[src/rtl/clk_div_pkg.sv]
// Shared types and helpers for the clock-divider scheduler.
package clk_div_pkg;

  localparam int unsigned CLAMP_W = 32;

  typedef enum logic [1:0] {
    S_IDLE = 2'd0,
    S_RUN  = 2'd1,
    S_DONE = 2'd2
  } sched_state_t;

  // A half-period of zero would stall the divider; treat it as one cycle.
  function automatic logic [CLAMP_W-1:0] clamp_div(input logic [CLAMP_W-1:0] x);
    return (x == '0) ? CLAMP_W'(1) : x;
  endfunction

endpackage

[src/rtl/rr_arbiter.sv]
// Combinational round-robin pick: first set request at or after ptr, wrapping.
module rr_arbiter #(
  parameter  int unsigned N_REQ = 2,
  localparam int unsigned IDX_W = (N_REQ > 1) ? $clog2(N_REQ) : 1
) (
  input  logic [N_REQ-1:0] req,
  input  logic [IDX_W-1:0] ptr,
  output logic             vld_c,
  output logic [N_REQ-1:0] oh_c,
  output logic [IDX_W-1:0] idx_c
);

  always_comb begin
    int unsigned cand;
    logic        found;
    cand  = 0;
    found = 1'b0;
    vld_c = 1'b0;
    oh_c  = '0;
    idx_c = '0;
    for (int unsigned off = 0; off < N_REQ; off++) begin
      cand = 32'(ptr) + off;
      if (cand >= N_REQ) cand = cand - N_REQ;
      if (!found && req[IDX_W'(cand)]) begin
        found               = 1'b1;
        vld_c               = 1'b1;
        idx_c               = IDX_W'(cand);
        oh_c[IDX_W'(cand)]  = 1'b1;
      end
    end
  end

endmodule

[src/rtl/clk_div_sched.sv]
// Round-robin scheduler handing one programmable clock divider to N requesters,
// with clk_out always starting and ending low so ownership changes are glitch-free.
module clk_div_sched
  import clk_div_pkg::*;
#(
  parameter  int unsigned N_REQ  = 2,
  parameter  int unsigned DIV_W  = 8,
  parameter  int unsigned NPER_W = 8,
  localparam int unsigned IDX_W  = (N_REQ > 1) ? $clog2(N_REQ) : 1
) (
  input  logic                    clk_in,
  input  logic                    aclr_n,
  input  logic [N_REQ-1:0]        req,
  input  logic [N_REQ*DIV_W-1:0]  div,
  input  logic [N_REQ*NPER_W-1:0] nper,
  output logic [N_REQ-1:0]        grant,
  output logic                    busy,
  output logic                    clk_out,
  output logic                    tick,
  output logic [N_REQ-1:0]        done
);

  sched_state_t      state_q, state_d;
  logic [N_REQ-1:0]  grant_q, grant_d;
  logic [N_REQ-1:0]  done_q, done_d;
  logic              busy_q, busy_d;
  logic              clk_out_q, clk_out_d;
  logic              tick_q, tick_d;
  logic [IDX_W-1:0]  rr_q, rr_d;
  logic [IDX_W-1:0]  owner_q, owner_d;
  logic [DIV_W-1:0]  div_q, div_d;
  logic [DIV_W-1:0]  hcnt_q, hcnt_d;
  logic [NPER_W-1:0] pleft_q, pleft_d;

  logic [DIV_W-1:0]  div_arr  [N_REQ];
  logic [NPER_W-1:0] nper_arr [N_REQ];
  logic              pick_vld;
  logic [N_REQ-1:0]  pick_oh;
  logic [IDX_W-1:0]  pick_idx;
  logic [DIV_W-1:0]  pick_div;

  function automatic logic [IDX_W-1:0] rr_next(input logic [IDX_W-1:0] i);
    return (32'(i) == N_REQ - 1) ? '0 : i + IDX_W'(1);
  endfunction

  // Unpack the flat per-requester configuration buses.
  always_comb begin
    for (int unsigned i = 0; i < N_REQ; i++) begin
      div_arr[i]  = div[i*DIV_W +: DIV_W];
      nper_arr[i] = nper[i*NPER_W +: NPER_W];
    end
  end

  rr_arbiter #(.N_REQ(N_REQ)) u_arb (
    .req   (req),
    .ptr   (rr_q),
    .vld_c (pick_vld),
    .oh_c  (pick_oh),
    .idx_c (pick_idx)
  );

  assign pick_div = DIV_W'(clamp_div(CLAMP_W'(div_arr[pick_idx])));

  // Next-state and next-output logic.
  always_comb begin
    state_d   = state_q;
    grant_d   = grant_q;
    done_d    = '0;
    busy_d    = busy_q;
    clk_out_d = clk_out_q;
    tick_d    = 1'b0;
    rr_d      = rr_q;
    owner_d   = owner_q;
    div_d     = div_q;
    hcnt_d    = hcnt_q;
    pleft_d   = pleft_q;

    case (state_q)
      S_IDLE: begin
        if (pick_vld) begin
          owner_d   = pick_idx;
          div_d     = pick_div;
          pleft_d   = nper_arr[pick_idx];
          hcnt_d    = pick_div - DIV_W'(1);
          clk_out_d = 1'b0;
          busy_d    = 1'b1;
          if (nper_arr[pick_idx] == '0) begin
            state_d = S_DONE;
            grant_d = '0;
            done_d  = pick_oh;
            rr_d    = rr_next(pick_idx);
          end else begin
            state_d = S_RUN;
            grant_d = pick_oh;
          end
        end
      end

      S_RUN: begin
        if (hcnt_q != '0) begin
          hcnt_d = hcnt_q - DIV_W'(1);
        end else begin
          hcnt_d    = div_q - DIV_W'(1);
          clk_out_d = ~clk_out_q;
          if (!clk_out_q) begin
            tick_d = 1'b1;
          end else begin
            // Falling edge closes a period; only here may the burst end or abort.
            pleft_d = pleft_q - NPER_W'(1);
            if (pleft_q == NPER_W'(1) || !req[owner_q]) begin
              state_d = S_DONE;
              grant_d = '0;
              done_d  = grant_q;
              rr_d    = rr_next(owner_q);
            end
          end
        end
      end

      S_DONE: begin
        state_d   = S_IDLE;
        grant_d   = '0;
        busy_d    = 1'b0;
        clk_out_d = 1'b0;
      end

      default: begin
        state_d   = S_IDLE;
        grant_d   = '0;
        busy_d    = 1'b0;
        clk_out_d = 1'b0;
      end
    endcase
  end

  always_ff @(posedge clk_in or negedge aclr_n) begin
    if (!aclr_n) begin
      state_q   <= S_IDLE;
      grant_q   <= '0;
      done_q    <= '0;
      busy_q    <= 1'b0;
      clk_out_q <= 1'b0;
      tick_q    <= 1'b0;
      rr_q      <= '0;
      owner_q   <= '0;
      div_q     <= '0;
      hcnt_q    <= '0;
      pleft_q   <= '0;
    end else begin
      state_q   <= state_d;
      grant_q   <= grant_d;
      done_q    <= done_d;
      busy_q    <= busy_d;
      clk_out_q <= clk_out_d;
      tick_q    <= tick_d;
      rr_q      <= rr_d;
      owner_q   <= owner_d;
      div_q     <= div_d;
      hcnt_q    <= hcnt_d;
      pleft_q   <= pleft_d;
    end
  end

  assign grant   = grant_q;
  assign done    = done_q;
  assign busy    = busy_q;
  assign clk_out = clk_out_q;
  assign tick    = tick_q;

endmodule

[config.mk]
export PLATFORM = sky130hd
export DESIGN_NAME = clk_div_sched
export DESIGN_NICKNAME = d
export VERILOG_FILES = /design/src/rtl/clk_div_pkg.sv /design/src/rtl/rr_arbiter.sv /design/src/rtl/clk_div_sched.sv
export SDC_FILE = /design/constraint.sdc
export NUM_CORES = 1
export LEC_CHECK = 0
export ABC_CLOCK_PERIOD_IN_PS = 5550
export BUFFER_PORTS_ARGS = -buffer_cell sky130_fd_sc_hd__buf_2
export CORE_AREA = 4 4 67 69
export DETAILED_ROUTE_END_ITERATION = 10
export DIE_AREA = 0 0 71 73
export GPL_TIMING_DRIVEN = 1
export PLACE_DENSITY_LB_ADDON = 0.1
export SYNTH_ARGS = -nofsm -noshare
export SYNTH_HDL_FRONTEND = slang
export SYNTH_HIERARCHICAL = 1
export SYNTH_SLANG_ARGS = --single-unit
[constraint.sdc]
create_clock -name clk_in -period 5.55 [get_ports clk_in]
set_input_delay 0.555 -clock clk_in [delete_from_list [all_inputs] [get_ports clk_in]]
set_output_delay 0.555 -clock clk_in [all_outputs]
set_load 0.01 [all_outputs]
==> reports/metrics.cfg, run 1 <==
[run_status]
status=complete, no violations

[clock_network]
cts.sinks=35
htree_levels=2
post_cts_resize_count=0
cts_hold_buf=0
clk_transition_reported_paths_ns=0.07
cts_buffer_depth=2
cts_root_buffer=clkbuf_8
cts-buffers-inserted=5
clk-insertion-delay-late_ns=0.28
cts_tree=yes
cts_setup_buffers=0

[placement]
hpwl_um=3900
port_buffers=42
dp.cells=335
gp_congestion=0.866
postPlaceCellArea_um2=2440

[floorplan]
die_h_um=73
fp-row-count=23
ioPinCount=43
die_w_um=71
start_util=0.568
dieArea_um2=5180
core_area_um2=3910

[logic_synthesis]
synth_xor_xnor_area_share=0.0158
yosysWarnings=6
yosysSeqAreaShare=0.394
synth_top_area_cell=dfrtp_1
synthAdderAreaFrac=0.0169
syn_area_per_cell_um2=8.75
synth_compound_area_frac=0.201
synthCells=254
synthArstFlopShare=1.00
synth.area.mux_share=0.105
synth_top_family_by_area=simple AND/OR/NAND/NOR gates
synth-edff-count=0
synthSimpleGateAreaFrac=0.225
ys.flop_type=dfrtp_1
yosys.area.top_type_share=0.394
ys_types=51
ys_seq_elements=35
synth_area_um2=2220
synth_nets=293
synth_area_leaders=dfrtp_1 (39%), mux2i_1 (8.1%), nand2_1 (5.9%), o21ai_0 (4.5%), nor2_1 (4.2%)

[global_routing]
antenna_found_initial=0
grt_pass1_wl_um=8950
grt.total_usage=0.220
grt-ovfl-total=0
grt_pass1_vias=1889
grt_max_degree=36

[sta]
skew_ns=0.00285
finalSetupViolations=0
holdWs_ns=0.344
tightest_slew_ns=0.776
period_share=0.502
slew_viol_final=0
timing.setup.tns_ns=0
rsz0062_at_grt=no
fin_crit_ns=2.79
slew_headroom=0.483
hold_violations=0
fmax_mhz=359

[setup_path]
worstPathArrival_ns=2.95
cp-end-kind=register
start_kind=register
criticalPathCategory=register to register
required_ns=5.72
cp_max_fo=21

[final_layout]
areaGrowthSynthToFinish_pct=14.2
layout_commonest_cell=buf_2
drive_gt1_frac=0.201
stdcell_area_um2=2540
nets=331
final_cell_mix=buf_2 (42), nand2_1 (35), dfrtp_1 (35)
n_antenna_cell=0
fillers=344
final_cells=343

[detailed_routing]
dr_total_vias=1989
dr.pass1.iters=5
drt_wl_total_um=5140
routed_via_density=5.80
wire_per_inst_um=15.0
drtIter0Drc=180
drc=0
drt.antenna.violating_nets=0

[power]
finalPower_mw=1.34
peakVddDrop_v=0.000217
power.leakage_nw=1.16
power_density_nw_per_um2=530

[hold_path]
hold_class=primary input to asynchronous set/reset pin

[flow_run]
maxCapViolations=0

[flip-flops by register name (all words and copies together), names as in the netlist]
signal,count
div_q,8
hcnt_q,8
pleft_q,8
done,2
grant,2
state_q,2
busy,1
clk_out,1
owner_q,1
rr_q,1
tick,1
[worst max-delay path: stages, from the launching register on]
cell,delay [ns]
dfrtp_1,0.37
inv_1,0.07
a21boi_2,0.37
buf_4,0.35
mux2i_1,0.27
nand2_1,0.08
a21o_1,0.19
nand2_1,0.08
ha_1,0.17
o21ai_0,0.18
nor4_1,0.29
xnor2_1,0.16
o21ai_1,0.07
[cells by family after synthesis]
family,after synthesis
simple gates,101
compound gates,70
flops,35
mux,22
buf+inv,19
xor+xnor,4
fa+ha+maj,3
[through the flow]
step | utilization | worst slack (ns)
after floorplan | - | 3.02
after global placement | 0.623 | 2.62
after detailed placement | 0.623 | 2.55
after CTS | 0.649 | 2.78
after global routing | 0.649 | 2.54
final | 0.649 | 2.76
[Yosys cell counts, types with 4 or more instances]
master	count
o21ai_0	20
and2_1	5
a31oi_1	7
a21oi_1	13
clkbuf_1	7
nor3_1	6
dfrtp_1	35
mux2i_1	18
nor4_1	5
or4_1	4
nor2_1	25
nand2_1	35
inv_1	7
[where the power goes]
| part | internal [mW] | switching [mW] |
|---|---|---|
| Sequential | 0.370 | 0.107 |
| Combinational | 0.264 | 0.401 |
| Clock | 0.113 | 0.0891 |
[routing by layer]
metal | GRT usage | up-vias | wire [µm] | part of all wire
li1 | - | 995 | - | -
met1 | 0.306 | 898 | 2350 | 0.46
met2 | 0.352 | 91 | 2340 | 0.45
met3 | 0.0413 | 5 | 395 | 0.077
met4 | 0.0585 | 0 | 54 | 0.011
met5 | 0 | - | 0 | 0
[final timing paths]
kind	start	to	slack, ns	cells after the start
worst max-delay path	rr_q	hcnt_q[6]	2.76	12
worst min-delay path	aclr_n	grant[1]	0.34	1
worst max register to register	rr_q	hcnt_q[6]	2.76	12
worst min register to register	div_q[3]	div_q[3]	0.49	2
max in group asynchronous	aclr_n	div_q[1]	4.71	1
min in group clk_in	div_q[3]	div_q[3]	0.49	2
[cell type report]
class,count,area [µm²],share of cell area
multi-input cells,200,1260,0.495
flip-flops and latches,35,876,0.345
repair buffers,43,218,0.0858
inverters,7,26.3,0.0103
clock buffers,8,100,0.0394
well taps,50,62.6,0.0246
No activity file was read; power rests on OpenSTA's default activity.
==> inputs of run 2 (changes only) <==
- ABC_CLOCK_PERIOD_IN_PS: 5550 -> 2700
- CORE_AREA: 4 4 67 69 -> 4 4 69 71
- DIE_AREA: 0 0 71 73 -> 0 0 73 75
- clock period: 5.55 -> 2.7 ns (I/O delays scaled with it)
==> reports/metrics.cfg, run 2 (same netlist as run 1, synthesis figures left out) <==
[detailed_routing]
drt_wl_total_um=5590
dr.pass1.iters=4
wire_per_inst_um=15.6
drc=0
dr_total_vias=2052
drtIter0Drc=134
drt.antenna.violating_nets=0
routed_via_density=5.72

[clock_network]
cts_root_buffer=clkbuf_8
clk-insertion-delay-late_ns=0.29
htree_levels=2
cts-buffers-inserted=5
cts_tree=yes
cts_buffer_depth=2
clk_transition_reported_paths_ns=0.08
cts.sinks=35

[global_routing]
grt_pass1_wl_um=9000
grt_max_degree=36
grt-ovfl-total=0
grt_pass1_vias=1918
antenna_found_initial=0
grt.total_usage=0.212

[setup_path]
criticalPathCategory=register to register
worstPathArrival_ns=2.74
cp-startpoint=rr_q
required_ns=2.91
cp_max_fo=7
rrSetupSlack_ns=0.17
cp-end-kind=register
r2r-start=rr_q
r2r_cells=9
start_kind=register
r2r-end=hcnt_q[7]

[final_layout]
stdcell_area_um2=2690
final_cell_mix=buf_2 (42), nand2_1 (35), dfrtp_1 (35)
fillers=338
drive_gt1_frac=0.248
multi_input_area_um2=1270
n_antenna_cell=0
areaGrowthSynthToFinish_pct=20.8
layout_commonest_cell=buf_2
register_area_um2=876
reg.largest.list=div_q: 8 flops, hcnt_q: 8 flops, pleft_q: 8 flops
nets=345

[floorplan]
die_h_um=75
core_area_um2=4230
die_w_um=73
dieArea_um2=5480
ioPinCount=43
fp-row-count=24
start_util=0.525

[placement]
hpwl_um=4200
gp_congestion=0.891
port_buffers=42
postPlaceCellArea_um2=2530
post-place-ws_ns=0.0926

[power]
p_comb_frac=0.498
clkPwrFrac=0.168
power.net_switching_mw=1.28
p_seq_frac=0.333
power_density_nw_per_um2=1110
p_int_mw=1.70
power.leakage_nw=1.24
peakVddDrop_v=0.000454
p_sw_frac=0.429

[sta]
period_share=0.936
fin_ws_ns=0.173
skew_ns=0.00507
timing.setup.tns_ns=0
tightest_slew_ns=0.798
holdWs_ns=0.0610
finalSetupViolations=0
fin_crit_ns=2.53
rsz0062_at_grt=no
hold_violations=0
slew_headroom=0.468
fmax_mhz=396
slew_viol_final=0

[hold_path]
hold_class=primary input to asynchronous set/reset pin

[run_status]
status=complete, no violations

[flow_run]
maxCapViolations=0

-- run 2: per-stage QoR --
| step | utilization | total power, mW | std cells |
|---|---|---|---|
| after floorplan | - | 2.06 | 254 |
| final | 0.634 | 2.98 | 359 |
| after global routing | 0.634 | 3.21 | 359 |
| after global placement | 0.598 | 2.43 | 349 |
| after detailed placement | 0.598 | 2.44 | 349 |
| after CTS | 0.626 | 2.95 | 357 |
-- run 2: per-layer routing --
metal | wire, µm | up-vias | global-route usage
met2 | 2470 | 65 | 0.329
met5 | 0 | - | 0
met3 | 358 | 12 | 0.0521
li1 | - | 1023 | -
met1 | 2660 | 952 | 0.290
met4 | 95 | 0 | 0.0697
-- run 2: final cells by class --
cell class | instances | share of cell area
multi-input combinational | 200 | 0.474
sequential | 35 | 0.326
timing repair buffer | 57 | 0.122
clock buffer | 6 | 0.0308
tap | 52 | 0.0242
clock inverter | 2 | 0.0130
inverter | 7 | 0.00979
-- run 2: critical path: stages (launching register included) --
cell and delay, ns:
dfrtp_1 0.37, inv_1 0.08, a21boi_4 0.26, buf_4 0.18, mux2_4 0.30, mux2i_1 0.18
o21ai_2 0.08, or4_1 0.53, or3_1 0.32, a31oi_1 0.16
-- run 2: power groups by stage --
stage | combinational, mW | clock, mW | sequential, mW
after global routing | 1.66 | 0.530 | 1.02
after detailed placement | 1.45 | 0 | 0.992
after floorplan | 1.14 | 0 | 0.919
after global placement | 1.44 | 0 | 0.987
final | 1.48 | 0.501 | 0.993
after CTS | 1.46 | 0.506 | 0.983
-- run 2: timing repair --
action | in CTS | in global routing
setup buffers | 0 | 2
setup endpoints to repair | 0 | 6
resized for setup | 0 | 4
hold buffers | 0 | 0
-- run 2: worst max path at each step --
| stage | end | cells past startpoint |
|---|---|---|
| after global placement | hcnt_q[2] | 10 |
| after detailed placement | hcnt_q[6] | 12 |
| after CTS | hcnt_q[6] | 12 |
| after floorplan | hcnt_q[7] | 10 |
| after global routing | hcnt_q[7] | 9 |
| final | hcnt_q[7] | 9 |
